**src/rtl/rv32_multicycle_core_pkg.sv**
```systemverilog
// Shared definitions for the multi-cycle RV32I core: opcode/funct codes,
// FSM state and trap encodings, ALU control codes and the ALU itself.
package rv32_multicycle_core_pkg;

  localparam int XLEN = 32;

  localparam logic [6:0] OPC_OP     = 7'b0110011;
  localparam logic [6:0] OPC_OP_IMM = 7'b0010011;
  localparam logic [6:0] OPC_LOAD   = 7'b0000011;
  localparam logic [6:0] OPC_STORE  = 7'b0100011;
  localparam logic [6:0] OPC_BRANCH = 7'b1100011;
  localparam logic [6:0] OPC_SYSTEM = 7'b1110011;

  localparam logic [2:0] F3_ADD_SUB = 3'b000;
  localparam logic [2:0] F3_SLL     = 3'b001;
  localparam logic [2:0] F3_SLT     = 3'b010;
  localparam logic [2:0] F3_SLTU    = 3'b011;
  localparam logic [2:0] F3_XOR     = 3'b100;
  localparam logic [2:0] F3_SR      = 3'b101;
  localparam logic [2:0] F3_OR      = 3'b110;
  localparam logic [2:0] F3_AND     = 3'b111;
  localparam logic [2:0] F3_WORD    = 3'b010;
  localparam logic [2:0] F3_BEQ     = 3'b000;
  localparam logic [2:0] F3_BNE     = 3'b001;

  localparam logic [6:0] F7_BASE    = 7'b0000000;
  localparam logic [6:0] F7_ALT     = 7'b0100000;

  typedef enum logic [2:0] {
    S_FETCH, S_DECODE, S_EXEC, S_MEM, S_WB, S_HALT
  } state_t;

  typedef enum logic [1:0] {
    TRAP_NONE, TRAP_ILLEGAL, TRAP_MISALIGN, TRAP_SYSTEM
  } trap_t;

  typedef enum logic [3:0] {
    ALU_ADD, ALU_SUB, ALU_AND, ALU_OR, ALU_XOR,
    ALU_SLL, ALU_SRL, ALU_SRA, ALU_SLT, ALU_SLTU
  } alu_op_t;

  // Address generation for loads/stores/branches is always an add.
  function automatic alu_op_t alu_decode(input logic [6:0] opcode,
                                         input logic [2:0] f3,
                                         input logic f7_alt);
    alu_op_t op;
    op = ALU_ADD;
    if (opcode == OPC_OP || opcode == OPC_OP_IMM) begin
      case (f3)
        F3_ADD_SUB: op = (opcode == OPC_OP && f7_alt) ? ALU_SUB : ALU_ADD;
        F3_SLL:     op = ALU_SLL;
        F3_SLT:     op = ALU_SLT;
        F3_SLTU:    op = ALU_SLTU;
        F3_XOR:     op = ALU_XOR;
        F3_SR:      op = f7_alt ? ALU_SRA : ALU_SRL;
        F3_OR:      op = ALU_OR;
        default:    op = ALU_AND;
      endcase
    end
    return op;
  endfunction

  function automatic logic [XLEN-1:0] alu_exec(input alu_op_t op,
                                               input logic [XLEN-1:0] a,
                                               input logic [XLEN-1:0] b);
    logic signed [XLEN-1:0] a_s;
    logic signed [XLEN-1:0] b_s;
    logic [XLEN-1:0] res;
    a_s = a;
    b_s = b;
    case (op)
      ALU_ADD:  res = a + b;
      ALU_SUB:  res = a - b;
      ALU_AND:  res = a & b;
      ALU_OR:   res = a | b;
      ALU_XOR:  res = a ^ b;
      ALU_SLL:  res = a << b[4:0];
      ALU_SRL:  res = a >> b[4:0];
      ALU_SRA:  res = a_s >>> b[4:0];
      ALU_SLT:  res = {{(XLEN-1){1'b0}}, (a_s < b_s)};
      default:  res = {{(XLEN-1){1'b0}}, (a < b)};
    endcase
    return res;
  endfunction

  // SYSTEM is classified separately before this check is consulted.
  function automatic logic insn_legal(input logic [6:0] opcode,
                                      input logic [2:0] f3,
                                      input logic [6:0] f7);
    logic ok;
    case (opcode)
      OPC_OP:     ok = (f7 == F7_BASE) ||
                       (f7 == F7_ALT && (f3 == F3_ADD_SUB || f3 == F3_SR));
      OPC_OP_IMM: begin
        if (f3 == F3_SLL)     ok = (f7 == F7_BASE);
        else if (f3 == F3_SR) ok = (f7 == F7_BASE) || (f7 == F7_ALT);
        else                  ok = 1'b1;
      end
      OPC_LOAD,
      OPC_STORE:  ok = (f3 == F3_WORD);
      OPC_BRANCH: ok = (f3 == F3_BEQ) || (f3 == F3_BNE);
      default:    ok = 1'b0;
    endcase
    return ok;
  endfunction

endpackage

```
**src/rtl/rv32_mc_regfile.sv**
```systemverilog
// 32x32 register file: two asynchronous read ports, one synchronous write
// port, x0 hardwired to zero, all registers cleared by synchronous reset.
// Ports: clk, rst; rs1_addr/rs1_data, rs2_addr/rs2_data (reads);
//        we, rd_addr, rd_data (write).
module rv32_mc_regfile
  import rv32_multicycle_core_pkg::*;
(
  input  logic            clk,
  input  logic            rst,
  input  logic [4:0]      rs1_addr,
  input  logic [4:0]      rs2_addr,
  output logic [XLEN-1:0] rs1_data,
  output logic [XLEN-1:0] rs2_data,
  input  logic            we,
  input  logic [4:0]      rd_addr,
  input  logic [XLEN-1:0] rd_data
);

  logic [XLEN-1:0] regs [32];

  always_ff @(posedge clk) begin
    if (rst) begin
      for (int i = 0; i < 32; i++) regs[i] <= '0;
    end else if (we && rd_addr != 5'd0) begin
      regs[rd_addr] <= rd_data;
    end
  end

  assign rs1_data = (rs1_addr == 5'd0) ? '0 : regs[rs1_addr];
  assign rs2_data = (rs2_addr == 5'd0) ? '0 : regs[rs2_addr];

endmodule

```
**src/rtl/rv32_multicycle_core.sv**
```systemverilog
// Multi-cycle RV32I subset core with a single request/ready memory port.
// Ports: clk, rst (sync, active-high); mem_req/mem_we/mem_addr/mem_wdata
// out and mem_rdata/mem_ready in form the unified memory port; retire
// pulses per committed instruction; pc_o is the architectural PC; halted
// and trap_cause report a sticky trap stop.
module rv32_multicycle_core
  import rv32_multicycle_core_pkg::*;
#(
  parameter logic [31:0] RESET_PC = 32'h0000_0000,
  parameter int          ADDR_W   = 32
) (
  input  logic              clk,
  input  logic              rst,
  output logic              mem_req,
  output logic              mem_we,
  output logic [ADDR_W-1:0] mem_addr,
  output logic [31:0]       mem_wdata,
  input  logic [31:0]       mem_rdata,
  input  logic              mem_ready,
  output logic              retire,
  output logic [31:0]       pc_o,
  output logic              halted,
  output logic [1:0]        trap_cause
);

  state_t      state, state_nxt;
  trap_t       trap, trap_nxt;
  logic [31:0] pc, pc_nxt;
  logic [31:0] ir, a_reg, b_reg, imm_reg, alu_out, mdr;

  logic [6:0]  opcode;
  logic [2:0]  f3;
  logic [6:0]  f7;
  logic [31:0] imm_dec, rs1_data, rs2_data, alu_res, br_target, pc_plus4;
  logic [31:0] rf_wd;
  logic        rf_we, br_taken, req_c, we_c, retire_c, data_addr;

  assign opcode = ir[6:0];
  assign f3     = ir[14:12];
  assign f7     = ir[31:25];

  always_comb begin
    case (opcode)
      OPC_STORE:  imm_dec = {{20{ir[31]}}, ir[31:25], ir[11:7]};
      OPC_BRANCH: imm_dec = {{19{ir[31]}}, ir[31], ir[7], ir[30:25], ir[11:8], 1'b0};
      default:    imm_dec = {{20{ir[31]}}, ir[31:20]};
    endcase
  end

  rv32_mc_regfile u_regfile (
    .clk      (clk),
    .rst      (rst),
    .rs1_addr (ir[19:15]),
    .rs2_addr (ir[24:20]),
    .rs1_data (rs1_data),
    .rs2_data (rs2_data),
    .we       (rf_we),
    .rd_addr  (ir[11:7]),
    .rd_data  (rf_wd)
  );

  assign alu_res   = alu_exec(alu_decode(opcode, f3, f7[5]), a_reg,
                              (opcode == OPC_OP) ? b_reg : imm_reg);
  assign br_target = pc + imm_reg;
  assign br_taken  = (f3 == F3_BEQ) ? (a_reg == b_reg) : (a_reg != b_reg);
  assign pc_plus4  = pc + 32'd4;

  always_comb begin
    state_nxt = state;
    trap_nxt  = trap;
    pc_nxt    = pc;
    req_c     = 1'b0;
    we_c      = 1'b0;
    data_addr = 1'b0;
    retire_c  = 1'b0;
    rf_we     = 1'b0;
    rf_wd     = alu_out;
    case (state)
      S_FETCH: begin
        req_c = 1'b1;
        if (mem_ready) state_nxt = S_DECODE;
      end
      S_DECODE: begin
        if (opcode == OPC_SYSTEM) begin
          state_nxt = S_HALT;
          trap_nxt  = TRAP_SYSTEM;
        end else if (!insn_legal(opcode, f3, f7)) begin
          state_nxt = S_HALT;
          trap_nxt  = TRAP_ILLEGAL;
        end else begin
          state_nxt = S_EXEC;
        end
      end
      S_EXEC: begin
        case (opcode)
          OPC_LOAD, OPC_STORE: begin
            if (alu_res[1:0] != 2'b00) begin
              state_nxt = S_HALT;
              trap_nxt  = TRAP_MISALIGN;
            end else begin
              state_nxt = S_MEM;
            end
          end
          OPC_BRANCH: begin
            // Only a taken branch can fault; bit 0 of a B-immediate is 0.
            if (br_taken && br_target[1]) begin
              state_nxt = S_HALT;
              trap_nxt  = TRAP_MISALIGN;
            end else begin
              pc_nxt    = br_taken ? br_target : pc_plus4;
              retire_c  = 1'b1;
              state_nxt = S_FETCH;
            end
          end
          default: state_nxt = S_WB;
        endcase
      end
      S_MEM: begin
        req_c     = 1'b1;
        we_c      = (opcode == OPC_STORE);
        data_addr = 1'b1;
        if (mem_ready) begin
          if (opcode == OPC_STORE) begin
            pc_nxt    = pc_plus4;
            retire_c  = 1'b1;
            state_nxt = S_FETCH;
          end else begin
            state_nxt = S_WB;
          end
        end
      end
      S_WB: begin
        rf_we     = 1'b1;
        rf_wd     = (opcode == OPC_LOAD) ? mdr : alu_out;
        pc_nxt    = pc_plus4;
        retire_c  = 1'b1;
        state_nxt = S_FETCH;
      end
      default: state_nxt = S_HALT;
    endcase
  end

  always_ff @(posedge clk) begin
    if (rst) begin
      state <= S_FETCH;
      trap  <= TRAP_NONE;
      pc    <= RESET_PC;
    end else begin
      state <= state_nxt;
      trap  <= trap_nxt;
      pc    <= pc_nxt;
    end
  end

  // Datapath latches carry no reset; each is written before it is consumed.
  always_ff @(posedge clk) begin
    if (state == S_FETCH && mem_ready) ir <= mem_rdata;
    if (state == S_DECODE) begin
      a_reg   <= rs1_data;
      b_reg   <= rs2_data;
      imm_reg <= imm_dec;
    end
    if (state == S_EXEC) alu_out <= alu_res;
    if (state == S_MEM && mem_ready) mdr <= mem_rdata;
  end

  // Gating with rst abandons an outstanding request as soon as reset is seen
  // and keeps all status outputs quiet throughout the reset cycle.
  assign mem_req    = req_c & ~rst;
  assign mem_we     = we_c;
  assign mem_addr   = data_addr ? alu_out[ADDR_W-1:0] : pc[ADDR_W-1:0];
  assign mem_wdata  = b_reg;
  assign retire     = retire_c & ~rst;
  assign pc_o       = pc;
  assign halted     = (state == S_HALT) & ~rst;
  assign trap_cause = rst ? TRAP_NONE : trap;

endmodule

```
**config.mk**
```make
export PLATFORM = sky130hd
export DESIGN_NAME = rv32_multicycle_core
export DESIGN_NICKNAME = d
export VERILOG_FILES = /design/src/rtl/rv32_multicycle_core_pkg.sv /design/src/rtl/rv32_mc_regfile.sv /design/src/rtl/rv32_multicycle_core.sv
export SDC_FILE = /design/constraint.sdc
export NUM_CORES = 2
export LEC_CHECK = 0
export CORE_UTILIZATION = 35
export CTS_BUF_LIST = sky130_fd_sc_hd__clkbuf_4
export DETAILED_ROUTE_END_ITERATION = 16
export DONT_BUFFER_PORTS = 1
export PLACE_DENSITY = 0.48
export SLEW_MARGIN = 20
export SYNTH_ARGS = -nofsm -noshare
export SYNTH_HDL_FRONTEND = slang
export SYNTH_SLANG_ARGS = --single-unit
```
**constraint.sdc**
```tcl
create_clock -name clk -period 5.9 [get_ports clk]
set_clock_uncertainty 0.2 [all_clocks]
set_input_delay 0.59 -clock clk [delete_from_list [all_inputs] [get_ports clk]]
set_output_delay 0.59 -clock clk [all_outputs]
set_load 0.05 [all_outputs]
```
==> flow_summary.toml <==
[logic_synthesis]
syn_inst = 5683
main_flop_type_after_synthesis = "edfxtp_1"
post-synth-top-area-cell = "edfxtp_1"
yosysSeqAreaShare_pct = 51.34
synth_top_cells_by_area = "edfxtp_1, mux4_2, nor2_1"
synth_enable_flop_cells = 1197
syn-cell-area_sq_um = 71450
syn_avg_cell_area_sq_um = 12.57
synth.most_common_cell = "nor2_1"
ys_warn_count = 0
yosysUniqueCellTypes = 103
synth_top_cells_by_count = "nor2_1, edfxtp_1, mux4_2"
ys_seq_elements = 1234
synth_largest_type_area_fraction_pct = 50.31
async_reset_ff_share_pct = 0

[floorplan]
num_io_pins = 137
fp.coreArea_sq_um = 202500
die_width_um = 453.8
die_h_um = 453.8
starting_utilization_of_the_core_area_pct = 35.28
die_area_sq_um = 206000
row_count = 165

[timing]
timing.final.crit_period_ns = 5.681
achievable-frequency_ghz = 0.1760
setup-tns-final_ns = 0
rsz0062_at_grt = "false"
finalHoldViolCount = 0
layout_worst_path_cycle_share_pct = 96.29
worst_slew_margin_rel_pct = 20.06
worst-slew-pin-transition_ns = 1.195
setup-violations-final = 0
max_slew_violations = 0

[cells_and_area]
layout.cells.non_filler = 8808
synthToLayoutAreaGrowth_pct = 13.22
final_net_count = 6026
max_flop_register = "u_regfile.regs"
largest_register_ff_count = 1024
total_area_of_multi_input_combinational_cells_sq_um = 33030
ratio_of_cells_with_drive_above_1_in_the_final_layout_pct = 26.61
seq_area_sq_um = 36690
fillCellCount = 19338

[power]
power.leakage_nw = 28.97
irDropWorstVdd_mv = 0.2226
powerDensity_nw_per_um2 = 287.1

[critical_path]
critical_path.reg2reg.startpoint = "ir[6]"
worst-r2r-cell-count = 16
end_kind = "flip-flop"
cp_max_fo = 20
critPathLaunch = "ir[6]"
crit_arrival_ns = 6.52
register_to_register_path_setup_slack_ns = 0.22
cp-endpoint = "alu_out[27]"
required_ns = 6.74
worstSetupStartpointType = "flip-flop"
crit-reg2reg-capture = "alu_out[27]"
criticalPathCategory = "flip-flop to flip-flop"

[flow_run]
max_cap_violations = 0

[global_route]
first_global_vias = 52827
pin_count_of_the_biggest_net_entering_global_routing = 94
grt_remaining_overflow = 0
grtUsageTotal_pct = 28.25
grt_pass1_wl_um = 409200
antenna_found_initial = 17

[clock_network]
clk_latency_ns = 1.34
ctsLongestPathBuffers = 4
clock_tree_from_tritoncts = "yes"
clock_pin_slew_on_the_worst_setup_and_hold_paths_ns = 0.06
postCtsSetupBuffers = 0
tritoncts.num_buffers = 368
clock_tree.root_cell = "clkbuf_4"
htree_num_levels = 5
cts_sinks = 1234

[drt]
postRouteWirelength_um = 295200
remaining_number_of_nets_flagged_by_the_antenna_check_after_routing = 0
drt_first_pass_iters = 6
final_routed_drc_violation_total = 0
average_vias_per_placed_instance = 6.174
drt-initial-drc-count = 7197
average_wire_per_cell_in_the_routed_design_um = 33.52
vias = 54384

[placement]
place.detailed.instances = 8093
dp.final_hpwl_um = 187400
gpl.final_weighted_congestion = 1.033
io_buffers = 0

[status]
status = "complete, no violations"

[hold_path]
hold_class = "flip-flop to flip-flop"
-- what timing repair did --
| item | CTS | global route |
|---|---|---|
| hold buffers | 71 | 0 |
| hold endpoints to repair | 210 | 0 |
| gates resized for setup | 2 | 0 |
| endpoints found under the setup margin | 1 | 0 |
-- worst min-delay path by stage --
stage                     startpoint    endpoint  slack (ns)  cells after the start
final                         ir[29]  imm_reg[9]        0.16                      0
after global routing             rst    pc_o[20]        0.15                      3
after CTS                        rst    state[1]        0.03                      3
after detailed placement      ir[29]  imm_reg[9]        0.24                      0
after global placement        ir[28]  imm_reg[8]        0.24                      0
after floorplan               ir[25]  imm_reg[5]        0.23                      0
-- cell families (layout without fill, tap and decap cells) --
| family | Yosys count | in the layout | share of synthesized area, % |
|---|---|---|---|
| simple gates | 1936 | 1936 | 11.27 |
| flops | 1234 | 1234 | 51.34 |
| fa+ha+maj | 124 | 124 | 2.192 |
| xor+xnor | 67 | 67 | 0.8213 |
| mux | 800 | 800 | 22.50 |
| buf+inv | 650 | 1061 | 3.551 |
| compound gates | 871 | 871 | 8.311 |
| other cells | 1 | 43 | 0.005248 |
-- metrics by stage --
step	instance area, sq um	setup WS (ns)	hold WS, ns	power [mW]	util, %
after floorplan	71570	1.138	0.2268	13.35	-
after global placement	75420	0.5221	0.2415	14.96	37.24
after detailed placement	75490	0.5374	0.2363	14.98	37.27
after CTS	80740	0.01250	0.02683	23.30	39.86
after global routing	80890	0.06134	0.1458	24.06	39.94
final	80900	0.2188	0.1648	23.22	39.94
-- power by group --
part	internal [mW]	switching, mW
Combinational	1.70	2.79
Clock	4.32	3.93
Sequential	10.0	0.466
-- worst max-delay path: stages, from the launching register on --
cell       delay (ns)
edfxtp_1         0.55
nand3b_2         0.41
nor2_2           0.55
buf_4            0.41
a21o_1           0.20
inv_1            0.07
ha_1             0.45
nand2b_1         0.16
a21oi_1          0.08
o21bai_1         0.13
a21oi_1          0.08
o21ai_0          0.48
o2111ai_1        0.46
a31oi_2          0.45
o32ai_1          0.25
a31o_2           0.30
o211ai_1         0.19
-- routing by layer --
metal	track usage (%)	share of wire, %	up-vias
met1	36.81	39	28029
met5	0	0.034	-
met4	12.81	4.6	14
met2	44.40	46	3368
met3	6.906	10	636
li1	-	-	22337
-- layout make-up --
| type | instances | share of cell area, % |
|---|---|---|
| inverter | 125 | 0.5846 |
| sequential | 1234 | 45.35 |
| timing repair buffer | 308 | 3.499 |
| tap | 2672 | 4.133 |
| clock inverter | 89 | 0.5661 |
| clock buffer | 539 | 5.002 |
| antenna | 11 | 0.03403 |
| multi-input combinational | 3830 | 40.83 |
-- layout by cell type, fill, tap and decap left out, types with 37 or more instances in the layout --
cell type | netlist | final
nand3_1 | 58 | 58
o211ai_1 | 43 | 43
clkinv_1 | 0 | 68
a21o_1 | 53 | 53
xor2_1 | 43 | 43
a21oi_1 | 221 | 219
ha_1 | 122 | 122
mux2i_1 | 136 | 104
clkbuf_4 | 0 | 539
mux4_2 | 643 | 643
dlygate4sd3_1 | 0 | 70
nand2_1 | 376 | 314
buf_4 | 4 | 214
dfxtp_1 | 37 | 37
nand2_2 | 2 | 63
nor2_1 | 1230 | 1224
o21ai_0 | 148 | 143
edfxtp_1 | 1197 | 1197
nor3_1 | 70 | 67
inv_1 | 121 | 120
a211oi_1 | 63 | 63
Note: power is estimated with default switching activity, not from simulation.
